$ cat src/rtl/reg_alu_pkg.sv
// Shared types for the register-file/ALU datapath: opcodes, flag bit positions, FSM states.
package reg_alu_pkg;

  typedef enum logic [2:0] {
    OP_ADD   = 3'b000,
    OP_SUB   = 3'b001,
    OP_AND   = 3'b010,
    OP_OR    = 3'b011,
    OP_XOR   = 3'b100,
    OP_SLT   = 3'b101,
    OP_MUL   = 3'b110,
    OP_PASSB = 3'b111
  } alu_op_t;

  localparam int FLAG_N = 3;
  localparam int FLAG_Z = 2;
  localparam int FLAG_C = 1;
  localparam int FLAG_V = 0;

  typedef enum logic {
    ST_IDLE = 1'b0,
    ST_BUSY = 1'b1
  } state_t;

endpackage

$ cat src/rtl/reg_alu_seq_if.sv
// Issue handshake and result bus between the sequencer (master) and reg_alu_seq (slave).
interface reg_alu_seq_if #(
  parameter int WIDTH = 8,
  parameter int NREGS = 16
);
  localparam int AW = $clog2(NREGS);

  logic             valid;
  logic             ready;
  logic [AW-1:0]    ra1;
  logic [AW-1:0]    ra2;
  logic [AW-1:0]    wa;
  logic [WIDTH-1:0] ext_data;
  logic             alu_src;
  logic [2:0]       alu_op;
  logic             reg_write;
  logic [WIDTH-1:0] result;
  logic             result_valid;
  logic [3:0]       flags;

  modport master (
    output valid, ra1, ra2, wa, ext_data, alu_src, alu_op, reg_write,
    input  ready, result, result_valid, flags
  );

  modport slave (
    input  valid, ra1, ra2, wa, ext_data, alu_src, alu_op, reg_write,
    output ready, result, result_valid, flags
  );
endinterface

$ cat src/rtl/reg_alu_mul.sv
// Iterative shift-add multiplier: one partial product per cycle, WIDTH cycles per start.
module reg_alu_mul #(
  parameter int WIDTH = 8
) (
  input  logic               clk,
  input  logic               reset,
  input  logic               start,
  input  logic [WIDTH-1:0]   a,
  input  logic [WIDTH-1:0]   b,
  output logic               done,
  output logic [2*WIDTH-1:0] product
);
  localparam int CW = $clog2(WIDTH + 1);

  logic [CW-1:0]      cnt_q, cnt_d;
  logic [2*WIDTH-1:0] mcand_q, mcand_d;
  logic [2*WIDTH-1:0] acc_q, acc_d;
  logic [WIDTH-1:0]   mplier_q, mplier_d;

  always_comb begin
    cnt_d    = cnt_q;
    mcand_d  = mcand_q;
    acc_d    = acc_q;
    mplier_d = mplier_q;
    if (start) begin
      mcand_d  = {{WIDTH{1'b0}}, a};
      mplier_d = b;
      acc_d    = '0;
      cnt_d    = CW'(WIDTH);
    end else if (cnt_q != '0) begin
      acc_d    = acc_q + (mplier_q[0] ? mcand_q : '0);
      mcand_d  = mcand_q << 1;
      mplier_d = mplier_q >> 1;
      cnt_d    = cnt_q - CW'(1);
    end
  end

  // The final step's sum is exposed combinationally so the caller can register it on the same edge.
  assign done    = (cnt_q == CW'(1));
  assign product = acc_d;

  always_ff @(posedge clk) begin
    if (reset) cnt_q <= '0;
    else       cnt_q <= cnt_d;
  end

  always_ff @(posedge clk) begin
    mcand_q  <= mcand_d;
    acc_q    <= acc_d;
    mplier_q <= mplier_d;
  end

endmodule

$ cat src/rtl/reg_alu_seq.sv
// Register file feeding a single-cycle ALU with write-back, registered result/NZCV flags and iterative MUL.
module reg_alu_seq
  import reg_alu_pkg::*;
#(
  parameter int WIDTH = 8,
  parameter int NREGS = 16
) (
  input logic         clk,
  input logic         reset,
  reg_alu_seq_if.slave bus
);
  localparam int AW = $clog2(NREGS);

  function automatic logic [3:0] pack_flags(input logic [WIDTH-1:0] res, input logic c,
                                            input logic v);
    logic [3:0] f;
    f         = '0;
    f[FLAG_N] = res[WIDTH-1];
    f[FLAG_Z] = (res == '0);
    f[FLAG_C] = c;
    f[FLAG_V] = v;
    return f;
  endfunction

  state_t             state_q, state_d;
  logic [WIDTH-1:0]   regs_q [NREGS];
  logic [WIDTH-1:0]   regs_d [NREGS];
  logic [WIDTH-1:0]   result_q, result_d;
  logic [3:0]         flags_q, flags_d;
  logic               rv_q, rv_d;
  logic [AW-1:0]      wa_q, wa_d;
  logic               rw_q, rw_d;

  logic               ready;
  logic               accept;
  alu_op_t            op;
  logic [WIDTH-1:0]   opa, opb, opb_reg;
  logic [WIDTH:0]     sum;
  logic [WIDTH-1:0]   alu_res;
  logic               alu_c, alu_v;
  logic               mul_start, mul_done, mul_hi;
  logic [2*WIDTH-1:0] mul_prod;
  logic               complete;
  logic [WIDTH-1:0]   cmp_res;
  logic [3:0]         cmp_flags;
  logic [AW-1:0]      cmp_wa;
  logic               cmp_rw;

  // State register
  always_ff @(posedge clk) begin
    if (reset) state_q <= ST_IDLE;
    else       state_q <= state_d;
  end

  // Next-state logic
  always_comb begin
    state_d = state_q;
    case (state_q)
      ST_IDLE: if (mul_start) state_d = ST_BUSY;
      ST_BUSY: if (mul_done)  state_d = ST_IDLE;
      default: state_d = ST_IDLE;
    endcase
  end

  // FSM outputs: reset overrides so nothing is accepted while it is held
  always_comb begin
    ready = (state_q == ST_IDLE) && !reset;
  end

  assign accept    = bus.valid && ready;
  assign op        = alu_op_t'(bus.alu_op);
  assign mul_start = accept && (op == OP_MUL);

  // Register 0 is hardwired to zero on the read side; writes to it are filtered below.
  assign opa     = (bus.ra1 == '0) ? '0 : regs_q[bus.ra1];
  assign opb_reg = (bus.ra2 == '0) ? '0 : regs_q[bus.ra2];
  assign opb     = bus.alu_src ? bus.ext_data : opb_reg;

  always_comb begin
    sum     = '0;
    alu_res = '0;
    alu_c   = 1'b0;
    alu_v   = 1'b0;
    case (op)
      OP_ADD: begin
        sum     = {1'b0, opa} + {1'b0, opb};
        alu_res = sum[WIDTH-1:0];
        alu_c   = sum[WIDTH];
        alu_v   = (opa[WIDTH-1] == opb[WIDTH-1]) && (alu_res[WIDTH-1] != opa[WIDTH-1]);
      end
      OP_SUB: begin
        sum     = {1'b0, opa} + {1'b0, ~opb} + (WIDTH+1)'(1);
        alu_res = sum[WIDTH-1:0];
        alu_c   = sum[WIDTH];
        alu_v   = (opa[WIDTH-1] != opb[WIDTH-1]) && (alu_res[WIDTH-1] != opa[WIDTH-1]);
      end
      OP_AND:   alu_res = opa & opb;
      OP_OR:    alu_res = opa | opb;
      OP_XOR:   alu_res = opa ^ opb;
      OP_SLT:   alu_res = ($signed(opa) < $signed(opb)) ? WIDTH'(1) : '0;
      OP_PASSB: alu_res = opb;
      default:  alu_res = '0;
    endcase
  end

  reg_alu_mul #(.WIDTH(WIDTH)) u_mul (
    .clk     (clk),
    .reset   (reset),
    .start   (mul_start),
    .a       (opa),
    .b       (opb),
    .done    (mul_done),
    .product (mul_prod)
  );

  assign mul_hi = |mul_prod[2*WIDTH-1:WIDTH];

  // Completion: either a single-cycle op at accept, or the last multiply step
  always_comb begin
    complete  = accept && (op != OP_MUL);
    cmp_res   = alu_res;
    cmp_flags = pack_flags(alu_res, alu_c, alu_v);
    cmp_wa    = bus.wa;
    cmp_rw    = bus.reg_write;
    if (state_q == ST_BUSY) begin
      complete  = mul_done;
      cmp_res   = mul_prod[WIDTH-1:0];
      cmp_flags = pack_flags(mul_prod[WIDTH-1:0], mul_hi, mul_hi);
      cmp_wa    = wa_q;
      cmp_rw    = rw_q;
    end

    wa_d = mul_start ? bus.wa        : wa_q;
    rw_d = mul_start ? bus.reg_write : rw_q;

    regs_d = regs_q;
    if (complete && cmp_rw && (cmp_wa != '0)) regs_d[cmp_wa] = cmp_res;

    result_d = complete ? cmp_res   : result_q;
    flags_d  = complete ? cmp_flags : flags_q;
    rv_d     = complete;
  end

  always_ff @(posedge clk) begin
    if (reset) begin
      for (int i = 0; i < NREGS; i++) regs_q[i] <= '0;
      result_q <= '0;
      flags_q  <= '0;
      rv_q     <= 1'b0;
    end else begin
      regs_q   <= regs_d;
      result_q <= result_d;
      flags_q  <= flags_d;
      rv_q     <= rv_d;
    end
  end

  always_ff @(posedge clk) begin
    wa_q <= wa_d;
    rw_q <= rw_d;
  end

  assign bus.ready        = ready;
  assign bus.result       = result_q;
  assign bus.flags        = flags_q;
  assign bus.result_valid = rv_q;

endmodule

$ cat src/flat_wrapper.sv
// flat-port wrapper written by rule: the top's interface ports become plain ports
module reg_alu_seq_flat import reg_alu_pkg::*;
#(
  parameter int WIDTH = 8,
  parameter int NREGS = 16
)
  (clk, reset, bus_valid, bus_ra1, bus_ra2, bus_wa, bus_ext_data, bus_alu_src, bus_alu_op, bus_reg_write, bus_ready, bus_result, bus_result_valid, bus_flags);
  reg_alu_seq_if #(.WIDTH(WIDTH), .NREGS(NREGS)) bus_i ();
  input logic clk;
  input logic reset;
  input wire logic [$bits(bus_i.valid)-1:0] bus_valid;
  input wire logic [$bits(bus_i.ra1)-1:0] bus_ra1;
  input wire logic [$bits(bus_i.ra2)-1:0] bus_ra2;
  input wire logic [$bits(bus_i.wa)-1:0] bus_wa;
  input wire logic [$bits(bus_i.ext_data)-1:0] bus_ext_data;
  input wire logic [$bits(bus_i.alu_src)-1:0] bus_alu_src;
  input wire logic [$bits(bus_i.alu_op)-1:0] bus_alu_op;
  input wire logic [$bits(bus_i.reg_write)-1:0] bus_reg_write;
  output wire logic [$bits(bus_i.ready)-1:0] bus_ready;
  output wire logic [$bits(bus_i.result)-1:0] bus_result;
  output wire logic [$bits(bus_i.result_valid)-1:0] bus_result_valid;
  output wire logic [$bits(bus_i.flags)-1:0] bus_flags;
  assign bus_i.valid = bus_valid;
  assign bus_i.ra1 = bus_ra1;
  assign bus_i.ra2 = bus_ra2;
  assign bus_i.wa = bus_wa;
  assign bus_i.ext_data = bus_ext_data;
  assign bus_i.alu_src = bus_alu_src;
  assign bus_i.alu_op = bus_alu_op;
  assign bus_i.reg_write = bus_reg_write;
  assign bus_ready = bus_i.ready;
  assign bus_result = bus_i.result;
  assign bus_result_valid = bus_i.result_valid;
  assign bus_flags = bus_i.flags;
  reg_alu_seq #(.WIDTH(WIDTH), .NREGS(NREGS)) u_core (.clk(clk), .reset(reset), .bus(bus_i));
endmodule
$ cat config.mk
export PLATFORM = sky130hd
export DESIGN_NAME = reg_alu_seq_flat
export DESIGN_NICKNAME = d
export VERILOG_FILES = /design/src/rtl/reg_alu_pkg.sv /design/src/rtl/reg_alu_seq_if.sv /design/src/rtl/reg_alu_mul.sv /design/src/rtl/reg_alu_seq.sv /design/src/flat_wrapper.sv
export SDC_FILE = /design/constraint.sdc
export NUM_CORES = 1
export LEC_CHECK = 0
export CELL_PAD_IN_SITES_DETAIL_PLACEMENT = 0
export CELL_PAD_IN_SITES_GLOBAL_PLACEMENT = 2
export CORE_MARGIN = 2
export CORE_UTILIZATION = 40
export CTS_CLUSTER_SIZE = 20
export DETAILED_ROUTE_END_ITERATION = 12
export PLACE_DENSITY = 0.92
export SLEW_MARGIN = 20
export SYNTH_ARGS = -nofsm -noshare
export SYNTH_HDL_FRONTEND = slang
export SYNTH_SLANG_ARGS = --single-unit
export TNS_END_PERCENT = 50
$ cat constraint.sdc
create_clock -name clk -period 6.37 [get_ports clk]
set_input_delay 0.637 -clock clk [delete_from_list [all_inputs] [get_ports clk]]
set_output_delay 0.637 -clock clk [all_outputs]
set_load 0.02 [all_outputs]
==> impl_metrics.yaml <==
cts:
  cts_max_path_buffers: 2
  cts_resized: 0
  clk-insertion-delay-late_ps: 440
  h-tree-depth: 4
  cts-root-buf: "clkbuf_16"
  cts_hold_buf: 0
  cts_tree: "built"
  clk_pin_slew_ps: 70
  post_cts_buffers: 0
  cts_buffers: 17
  cts_sinks: 190
critical_path:
  required_ps: 6670
  path_class: "primary input to flop"
  worstSetupStartpoint: "bus_ra2[0]"
  critical-path-slowest-cell: "clkdlybuf4s50_1"
  start_kind: "primary input"
  max_stage_delay_ps: 880
  r2r_end: "u_core.regs_q[15]"
  crit_buf_inv: 2
  crit_top_cell: "mux2i_1"
  reg2regPathDepth: 12
  crit_fanout: 16
  arrival_ps: 5590
  r2r_start: "u_core.regs_q[2]"
  cp_cell_sequence: "clkdlybuf4s50_1, mux4_2, mux2i_1, nand2_1, a32o_1, inv_1, ha_1, a21o_1, a2111oi_0, o21bai_1, a21oi_1, mux2i_1, a311o_1, o21ai_0"
  cp.depth: 14
  crit_path_end_kind: "flop"
  cp_top_family: "compound AO/OA/AOI/OAI gates"
  r2r_setup_slack_ps: 1810
placed_design:
  globalplace.congestion: 0.880
  place_hpwl_mm: 24.1
  portBuffers: 41
  postPlaceCellArea_mm2: 0.0123
routing:
  firstDrtPassIters: 5
  met2WireLength_mm: 16.4
  vias_per_cell: 5.81
  drt_iter0_drc: 867
  top_layer: "met4"
  drc: 0
  antenna_left: 0
  drt-total-wl_mm: 34.1
  wl_per_cell_um: 20.6
  vias: 9589
  met3WireLength_mm: 1.99
  wl_met1_mm: 14.7
final_layout:
  stdcell_area_mm2: 0.0129
  antenna_cells: 0
  fin_util_pct: 45.2
  multiInputGateArea_mm2: 0.00697
  drive_above_1_share_pct: 13.0
  regArea_mm2: 0.00401
  area_growth_pct: 11.9
  fillerInstances: 2811
  nets: 1327
grt:
  gr-usage-all-layers_pct: 23.1
  antenna_found_initial: 0
  gr-total-overflow: 0
  grt_first_pass_wirelength_mm: 54.3
  grt_pass1_vias: 9480
  grt_max_degree: 112
min_path:
  hp-start: "u_core.bus.result[3]"
  whs_endpoint: "u_core.bus.result[3]"
  hold_class: "flop to flop"
  hold-path-cell-count: 2
timing:
  worst_pin_slew_ps: 836
  maxSlewViolCount: 0
  period_share_pct: 83.1
  tns_ps: 0
  finClkSkew_ps: 10.5
  min_period_ps: 5290
  fmax_mhz: 189
  setup_violations: 0
  rsz0062_at_grt: "false"
  slew_headroom_pct: 44.2
  hold_viol_final: 0
die:
  initial_utilization_pct: 40.4
  core_region_area_mm2: 0.0285
  row_count: 62
  pin_count: 42
  die_h_um: 174
  die_width_um: 174
  die_area_mm2: 0.0301
yosys:
  synth.area.top_cells: "dfxtp_1 (29%), mux4_2 (14%), mux2i_1 (7.0%), edfxtp_1 (5.5%), nand2_1 (5.0%)"
  ys_types: 71
  netlist_instances: 1249
  avgSynthCellArea_um2: 9.20
  yosysMostFrequentCell: "dfxtp_1"
  ys_seq_area_share_pct: 34.9
  yosysTopAreaCell: "dfxtp_1"
  synth-edff-count: 21
  synth_fp_nets: 1322
  synth-async-reset-ratio_pct: 0
  synth_top_area_share_pct: 29.4
  ys_seq_elements: 190
  yosys-top-cells-count: "dfxtp_1 (169), nand2_1 (153), a21oi_1 (108)"
  syn_area_mm2: 0.0115
  yosysWarnings: 0
  ys.flop_type: "dfxtp_1"
run_status:
  status: "finished, final reports clean"
power_and_ir_drop:
  ir_drop_uv: 191
  power_density_mw_per_mm2: 305
  power.static_leakage_nw: 4.90
  p_total_mw: 3.92
flow_run:
  drv_cap: 0
==> where the power goes <==
group          switching [mW]  total, mW  internal [mW]  leakage, nW
combinational           0.845       1.37          0.521         3.05
sequential             0.0953       1.49           1.39         1.58
clock                   0.495       1.06          0.565        0.277
==> worst max path at each step <==
| stage | end | slack, ps |
|---|---|---|
| 3_3_place_gp | u_core.regs_q[86] | 760 |
| 4_1_cts | u_core.regs_q[15] | 1170 |
| 2_1_floorplan | u_core.regs_q[47] | 1420 |
| 3_5_place_dp | u_core.regs_q[15] | 710 |
| 5_1_grt | u_core.regs_q[23] | 830 |
| 6_report | u_core.regs_q[15] | 1080 |
==> worst min-delay path: cells and delay by family (launching register included) <==
| kind | cells | cell delay, ps |
|---|---|---|
| AO/OA/AOI/OAI | 1 | 50 |
| AND/OR/NAND/NOR | 1 | 50 |
| flip-flops | 1 | 310 |
==> per-stage QoR <==
step                std cells  hold WS, ps  setup slack [ps]
global placement         1619          441               761
global route             1650          470               826
floorplan                1249          433              1420
CTS                      1650          455              1170
detailed placement       1619          446               713
finish                   1650          454              1080
==> state kept, by name, summed over array words and instances (netlist names) <==
name	cells
u_core.u_mul.mcand_q	16
u_core.wa_q	4
u_core.rw_q	1
u_core.bus.flags	4
u_core.bus.result	7
u_core.u_mul.acc_q	16
u_core.state_q	1
u_core.u_mul.mplier_q	8
u_core.bus.result_valid	1
u_core.u_mul.cnt_q	4
u_core.regs_q	128
==> cells by family (layout without fill, tap and decap cells) <==
family                     Yosys count  count (layout)  synth area share (%)
AOI/OAI and AO/OA                  244             244                  12.9
and+or+nand+nor                    457             457                  19.1
xor gates and xnor gates            17              17                  1.30
buffers and inverters              135             152                  4.79
muxes                              161             161                  22.0
DFF                                190             190                  34.9
adders and majority gates           45              45                  5.09
==> cell type report <==
type	count	share of cell area, %
tap	384	3.74
sequential	190	31.2
clock inverter	10	0.807
inverter	43	1.25
clock buffer	21	3.58
timing repair buffer	78	5.24
multi-input combinational	924	54.2
==> layer usage <==
layer / up-vias / global-route usage (%)
met5: - / 0
met4: 0 / 8.30
met3: 59 / 4.47
met2: 294 / 38.3
met1: 4718 / 30.1
li1: 4518 / -
==> placed cells by master, fill, tap and decap left out, types with 4 or more instances in the layout <==
cell	synthesis	routed
mux2_2	9	9
mux4_2	69	69
o32ai_2	0	4
o21ai_0	52	52
nand3_1	70	70
nand2_1	153	153
nor3_1	19	19
a221oi_1	5	5
and3_1	6	6
a22oi_1	4	4
o211ai_1	5	5
nor2_1	98	98
xnor2_1	12	12
o21a_1	5	5
o22ai_1	7	7
inv_1	43	43
xor2_1	5	5
edfxtp_1	21	21
dfxtp_1	169	169
or2_2	4	4
a21o_1	4	4
clkdlybuf4s50_1	0	37
a211oi_1	9	9
nor3b_1	5	4
nor2b_1	27	27
ha_1	42	42
nand3b_1	17	17
clkbuf_16	0	17
buf_4	2	37
nor4_1	4	4
nand2b_1	11	11
or3_1	4	4
mux2i_1	80	80
and2_1	19	19
nand4_1	6	6
a21oi_1	108	108
o21bai_1	6	6
Note: power is estimated with default switching activity, not from simulation.
